`config.mk`:
```
export PLATFORM = sky130hd
export DESIGN_NAME = perf_sample_streamer
export DESIGN_NICKNAME = d
export VERILOG_FILES = /design/src/rtl/perf_sample_streamer.sv
export SDC_FILE = /design/constraint.sdc
export NUM_CORES = 1
export LEC_CHECK = 0
export BUFFER_PORTS_ARGS = -buffer_cell sky130_fd_sc_hd__buf_2
export CAP_MARGIN = 25
export CORE_ASPECT_RATIO = 0.6
export CORE_MARGIN = 5
export CORE_UTILIZATION = 42
export DETAILED_ROUTE_END_ITERATION = 10
export RECOVER_POWER = 100
export SETUP_SLACK_MARGIN = 0.05
export SLEW_MARGIN = 20
export SYNTH_ARGS = -nofsm -noshare
export SYNTH_HDL_FRONTEND = slang
export SYNTH_SLANG_ARGS = --single-unit
```
`constraint.sdc`:
```
create_clock -name clk -period 3.3 [get_ports clk]
set_input_delay 0.66 -clock clk [delete_from_list [all_inputs] [get_ports clk]]
set_output_delay 0.66 -clock clk [all_outputs]
set_load 0.02 [all_outputs]
```
`src/rtl/perf_sample_streamer.sv`:
```
// perf_sample_streamer
// Snapshots all performance_monitor metrics into shadow registers on a periodic
// tick or a software request. It then streams them as one framed record of
// 32-bit words over a valid/ready interface. The monitor itself is never touched.
module perf_sample_streamer #(
    parameter int unsigned NUM_CORES = 4
) (
    input  logic        clk,
    input  logic        reset_n,
    input  logic [31:0] total_instructions,
    input  logic [31:0] instructions_per_core [NUM_CORES],
    input  logic [31:0] l1i_hit_rate,
    input  logic [31:0] l1d_hit_rate,
    input  logic [31:0] l2_hit_rate,
    input  logic [31:0] avg_memory_latency,
    input  logic [31:0] noc_average_latency,
    input  logic [31:0] coherence_traffic_percentage,
    input  logic        enable,
    input  logic [31:0] sample_interval,
    input  logic        snapshot_req,
    output logic        out_valid,
    input  logic        out_ready,
    output logic [31:0] out_data,
    output logic [7:0]  out_index,
    output logic        out_last,
    output logic        busy,
    output logic [15:0] dropped_count
);

    localparam int unsigned NUM_WORDS = 8 + NUM_CORES;
    localparam int unsigned IDX_W     = $clog2(NUM_WORDS);
    localparam logic [7:0]  NUM_WORDS_B = 8'(NUM_WORDS);
    localparam logic [IDX_W-1:0] LAST_PTR = IDX_W'(NUM_WORDS - 1);

    typedef enum logic {
        IDLE,
        SEND
    } state_t;

    state_t state, state_nxt;

    logic [31:0]      interval_cnt;
    logic             periodic_on;
    logic             tick;
    logic             trigger;
    logic [15:0]      seq;
    logic [IDX_W-1:0] word_ptr;
    logic             xfer;
    logic             xfer_last;
    logic             start;
    logic             drop;

    logic [31:0] capture [NUM_WORDS];
    logic [31:0] shadow  [NUM_WORDS];

    // Periodic sampling is live only with enable set and a non-zero interval.
    assign periodic_on = enable && (sample_interval != '0);
    // >= rather than == so that shrinking the interval below the running count still ticks.
    assign tick        = periodic_on && (interval_cnt >= (sample_interval - 32'd1));
    assign trigger     = tick || snapshot_req;

    // Record layout at the moment of capture: header, totals, per-core, cache/memory/NoC.
    assign capture[0] = {8'hA5, seq, NUM_WORDS_B};
    assign capture[1] = total_instructions;
    for (genvar g = 0; g < NUM_CORES; g++) begin : g_core_words
        assign capture[2 + g] = instructions_per_core[g];
    end
    assign capture[NUM_CORES + 2] = l1i_hit_rate;
    assign capture[NUM_CORES + 3] = l1d_hit_rate;
    assign capture[NUM_CORES + 4] = l2_hit_rate;
    assign capture[NUM_CORES + 5] = avg_memory_latency;
    assign capture[NUM_CORES + 6] = noc_average_latency;
    assign capture[NUM_CORES + 7] = coherence_traffic_percentage;

    // Handshake and status outputs derived from the FSM and the word pointer.
    assign out_valid = (state == SEND);
    assign busy      = (state == SEND);
    assign out_last  = (state == SEND) && (word_ptr == LAST_PTR);
    assign out_index = 8'(word_ptr);
    assign out_data  = (state == SEND) ? shadow[word_ptr] : '0;
    assign xfer      = out_valid && out_ready;
    assign xfer_last = xfer && (word_ptr == LAST_PTR);
    assign drop      = trigger && (state == SEND);

    // Interval counter: free-runs while periodic sampling is on, wraps on every tick.
    always_ff @(posedge clk or negedge reset_n) begin
        if (!reset_n) begin
            interval_cnt <= '0;
        end else if (!periodic_on || tick) begin
            interval_cnt <= '0;
        end else begin
            interval_cnt <= interval_cnt + 32'd1;
        end
    end

    // FSM state register.
    always_ff @(posedge clk or negedge reset_n) begin
        if (!reset_n) begin
            state <= IDLE;
        end else begin
            state <= state_nxt;
        end
    end

    // FSM next state: start a record on a trigger in IDLE, return after the last word moves.
    always_comb begin
        state_nxt = state;
        start     = 1'b0;
        case (state)
            IDLE: begin
                if (trigger) begin
                    state_nxt = SEND;
                    start     = 1'b1;
                end
            end
            SEND: begin
                if (xfer_last) begin
                    state_nxt = IDLE;
                end
            end
            default: begin
                state_nxt = IDLE;
            end
        endcase
    end

    // Shadow capture, sequence numbering and word pointer advance.
    always_ff @(posedge clk or negedge reset_n) begin
        if (!reset_n) begin
            shadow   <= '{default: '0};
            seq      <= '0;
            word_ptr <= '0;
        end else if (start) begin
            shadow   <= capture;
            seq      <= seq + 16'd1;
            word_ptr <= '0;
        end else if (xfer) begin
            word_ptr <= xfer_last ? '0 : (word_ptr + IDX_W'(1));
        end
    end

    // Count triggers lost while a record is in flight, saturating at all-ones.
    always_ff @(posedge clk or negedge reset_n) begin
        if (!reset_n) begin
            dropped_count <= '0;
        end else if (drop && (dropped_count != '1)) begin
            dropped_count <= dropped_count + 16'd1;
        end
    end

endmodule
```
==> insert_results.sql <==
INSERT INTO impl_metrics (metric_group, metric, value, unit) VALUES
('die', 'top_level_ports', '448', ''),
('global_route', 'grt.total_usage', '0.234', ''),
('final_layout', 'multi_input_comb_area', '10500', 'µm²'),
('sta', 'final.setup_skew', '0.0277', 'ns'),
('global_route', 'first_global_vias', '18600', ''),
('die', 'floorplan.die.width', '303', 'µm'),
('sta', 'finalSetupViolations', '471', ''),
('sta', 'grt_setup_unrepaired', 'yes', ''),
('global_route', 'grt_antenna_before_repair', '8', ''),
('outcome', 'violations', 'capacitance limit, slew limit, setup timing', ''),
('sta', 'timing.slew.headroom', '-0.465', ''),
('global_route', 'grt.overflow.total', '0', ''),
('pwr', 'power_switching_share', '0.360', ''),
('drt', 'drt_first_iter_violations', '1256', ''),
('sta', 'max_freq', '232', 'MHz'),
('drt', 'drc_errors', '0', ''),
('pwr', 'power.share.combinational', '0.360', ''),
('sta', 'timing.final.crit_period', '4.31', 'ns'),
('synthesis', 'syn_area_per_cell', '9.24', 'µm²'),
('pwr', 'switching_power', '0.00773', 'W'),
('drt', 'routed_wire_length_per_instance', '19.7', 'µm'),
('pwr', 'power.clock.fraction', '0.240', ''),
('clocking', 'cts-root-to-sink-buffers', '3', ''),
('critical_path', 'timing.critical_path.required', '3.78', 'ns'),
('critical_path', 'start_kind', 'input pin', ''),
('sta', 'slew_violations', '77', ''),
('drt', 'via_count', '18600', ''),
('global_route', 'global_route_wire_length_before_repair', '103000', 'µm'),
('drt', 'drt-pass1-iter-count', '5', ''),
('final_layout', 'drive_gt1_frac', '0.332', ''),
('critical_path', 'timing_worst_setup_path_type', 'input pin to register', ''),
('drt', 'detail-route-antenna-nets', '0', ''),
('critical_path', 'reg2reg_path_depth', '12', ''),
('die', 'rows', '64', ''),
('final_layout', 'final_area', '28500', 'µm²'),
('pwr', 'power.static_leakage', '14.6', 'nW'),
('placement', 'gp_congestion', '0.866', ''),
('critical_path', 'critPathMaxFanout', '8', ''),
('sta', 'finalHoldWorstSlack', '0.294', 'ns'),
('synthesis', 'number_of_flops_mapped_to_enable_cells_by_yosys', '0', ''),
('synthesis', 'portion_of_the_post_synthesis_area_used_by_sequential_elements', '0.506', ''),
('synthesis', 'post_synth_instance_area', '21700', 'µm²'),
('final_layout', 'final_util', '0.558', ''),
('synthesis', 'yosysWarnings', '0', ''),
('synthesis', 'synth-main-ff-cell', 'sky130_fd_sc_hd__dfrtp_1', ''),
('synthesis', 'synthDominantAreaCellType', 'sky130_fd_sc_hd__dfrtp_1', ''),
('flow_run', 'max_cap_violations', '1', ''),
('clocking', 'cts_tree', 'done', ''),
('pwr', 'p_int', '0.0137', 'W'),
('sta', 'timing_worst_slew_pin_value', '2.20', 'ns'),
('clocking', 'total_number_of_h_tree_levels', '2', ''),
('die', 'floorplan.initialDensity', '0.424', ''),
('sta', 'timing_hold_violations_final', '0', ''),
('sta', 'worst_slack', '-1.01', 'ns'),
('clocking', 'clock_tree.root_cell', 'sky130_fd_sc_hd__clkbuf_16', ''),
('synthesis', 'postSynthRegisterBits', '438', ''),
('synthesis', 'ys_types', '54', ''),
('final_layout', 'fill_cells', '4546', ''),
('clocking', 'post_cts_hold_buffer_count', '0', ''),
('pwr', 'power-per-cell-area', '754', 'nW/µm²'),
('die', 'die-height', '186', 'µm'),
('outcome', 'run_status', 'complete, but fails checks', ''),
('synthesis', 'syn_inst', '2343', ''),
('critical_path', 'worst_setup_path_end_kind', 'register', ''),
('worst_hold_path', 'worst_hold_path.num_cells', '3', ''),
('final_layout', 'net_total_in_the_final_layout', '3320', ''),
('synthesis', 'ys_top_cells_by_area', 'sky130_fd_sc_hd__dfrtp_1 51%, sky130_fd_sc_hd__nand2_1 20%, sky130_fd_sc_hd__mux4_2 8.3%, sky130_fd_sc_hd__xnor2_1 2.2%, sky130_fd_sc_hd__ha_1 2.1%', ''),
('placement', 'port-buffer-count', '443', ''),
('clocking', 'clkTransAtPathRegs', '0.07', 'ns'),
('final_layout', 'layout-area-overhead-vs-synth', '31.5', '%'),
('placement', 'dpl_cell_area', '25400', 'µm²');
## timing repair
action	CTS	global route
setup buffers	13	12
pin swaps	35	158
resized for setup	46	221
cloned	5	23
setup endpoints to repair	469	470
## Yosys cell counts (all sizes together), types with 2 or more instances
master / count
o22ai: 17
or4: 7
xnor2: 54
mux4: 80
a221oi: 7
nor4: 12
buf: 99
or3: 2
a22oi: 11
o21ai: 22
a211oi: 5
mux2: 18
nor2: 77
dfrtp: 438
ha: 37
a21o: 2
clkbuf: 35
nand4: 18
nor3: 16
nand2b: 17
a21oi: 28
and3: 11
xor2: 34
nand3: 36
mux2i: 17
nand2: 1174
nor2b: 3
and2: 21
nand3b: 2
inv: 26
o31ai: 3
## cells in the final DEF (no fill, tap or decap), types with 20 or more instances in the layout
cell type and count:
sky130_fd_sc_hd__a21oi_1 26, sky130_fd_sc_hd__dfrtp_1 437, sky130_fd_sc_hd__ha_1 37, sky130_fd_sc_hd__buf_6 25, sky130_fd_sc_hd__clkbuf_16 59, sky130_fd_sc_hd__xnor2_1 52
sky130_fd_sc_hd__clkbuf_1 32, sky130_fd_sc_hd__mux4_2 80, sky130_fd_sc_hd__buf_12 33, sky130_fd_sc_hd__inv_1 26, sky130_fd_sc_hd__nor2_1 72, sky130_fd_sc_hd__nand2_2 118
sky130_fd_sc_hd__buf_2 422, sky130_fd_sc_hd__buf_4 99, sky130_fd_sc_hd__nand2_1 1017, sky130_fd_sc_hd__nand2_4 39, sky130_fd_sc_hd__and2_1 20, sky130_fd_sc_hd__xor2_1 34
sky130_fd_sc_hd__nand3_1 32
## routing by layer
layer  share of wire  global-route usage  vias up
li1                -                   -     8697
met2            0.47               0.373      596
met3           0.066              0.0464      126
met1            0.43               0.332     9192
met4           0.028              0.0587        4
met5         0.00048                   0        -
## area by class of cell
class | instances | area share
flip-flops and latches | 438 | 0.385
multi-input cells | 1747 | 0.369
repair buffers | 636 | 0.161
clock buffers | 70 | 0.0467
well taps | 693 | 0.0305
clock inverters | 8 | 0.00444
inverters | 27 | 0.00356
diodes | 4 | 0.000352
## power by group through the flow
stage,Sequential (W),Clock (W),Combinational (W)
after global placement,0.00835,0,0.00724
final,0.00858,0.00516,0.00774
after global routing,0.00877,0.00548,0.00847
after floorplan,0.00809,0,0.00477
after detailed placement,0.00844,0,0.00740
after CTS,0.00838,0.00525,0.00748
## per-stage QoR
stage | std cells | power (W) | setup slack [ns] | setup TNS (ns)
finish | 3623 | 0.0215 | -1.01 | -399.16
global route | 3622 | 0.0227 | -1.16 | -473.11
CTS | 3586 | 0.0211 | -0.909 | -360.58
detailed placement | 3490 | 0.0158 | -1.64 | -657.09
global placement | 3490 | 0.0156 | -1.53 | -618.76
floorplan | 2346 | 0.0129 | -1.13 | -468.19
## cell families (layout without fill, tap and decap cells)
group,Yosys count,in the layout,share of synthesized area
fa+ha+maj,37,37,0.0214
mux,115,115,0.100
compound gates,102,102,0.0300
buf+inv,161,741,0.0467
xor+xnor,88,88,0.0356
simple gates,1401,1401,0.259
flops,438,438,0.506
other cells,1,8,0.000173
## worst max-delay path, cell delays in order
cell	delay, ns
sky130_fd_sc_hd__buf_6	0.09
sky130_fd_sc_hd__or4_4	0.55
sky130_fd_sc_hd__nor3_4	0.14
sky130_fd_sc_hd__nand2b_1	0.11
sky130_fd_sc_hd__or3_4	0.34
sky130_fd_sc_hd__or4_4	0.45
sky130_fd_sc_hd__xor2_1	0.16
sky130_fd_sc_hd__ha_1	0.29
sky130_fd_sc_hd__a21o_1	0.17
sky130_fd_sc_hd__a221o_1	0.32
sky130_fd_sc_hd__a21oi_2	0.14
sky130_fd_sc_hd__o211ai_1	0.15
sky130_fd_sc_hd__a211o_1	0.31
sky130_fd_sc_hd__buf_6	0.14
sky130_fd_sc_hd__nand3_4	0.15
sky130_fd_sc_hd__buf_12	0.19
sky130_fd_sc_hd__buf_12	0.15
sky130_fd_sc_hd__clkbuf_16	0.16
sky130_fd_sc_hd__nand2_2	0.05
sky130_fd_sc_hd__nand2_1	0.07
## registers in the layout (all words and copies together), names as in the netlist
register       cells
shadow           369
seq               16
word_ptr           4
dropped_count     16
busy               1
interval_cnt      32
## final timing paths
kind	end	from	slack (ns)
worst max-delay path	shadow[323]$_DFFE_PN0P_	sample_interval[6]	-1.01
worst min-delay path	shadow[165]$_DFFE_PN0P_	l1i_hit_rate[5]	0.29
worst max register to register	seq[14]$_DFFE_PN0P_	interval_cnt[2]$_DFF_PN0_	0.17
worst min register to register	shadow[355]$_DFFE_PN0P_	shadow[355]$_DFFE_PN0P_	0.46
max in group asynchronous	shadow[244]$_DFFE_PN0P_	reset_n	0.44
min in group asynchronous	dropped_count[0]$_DFFE_PN0P_	reset_n	0.73
(Power assumes the default switching activity.)
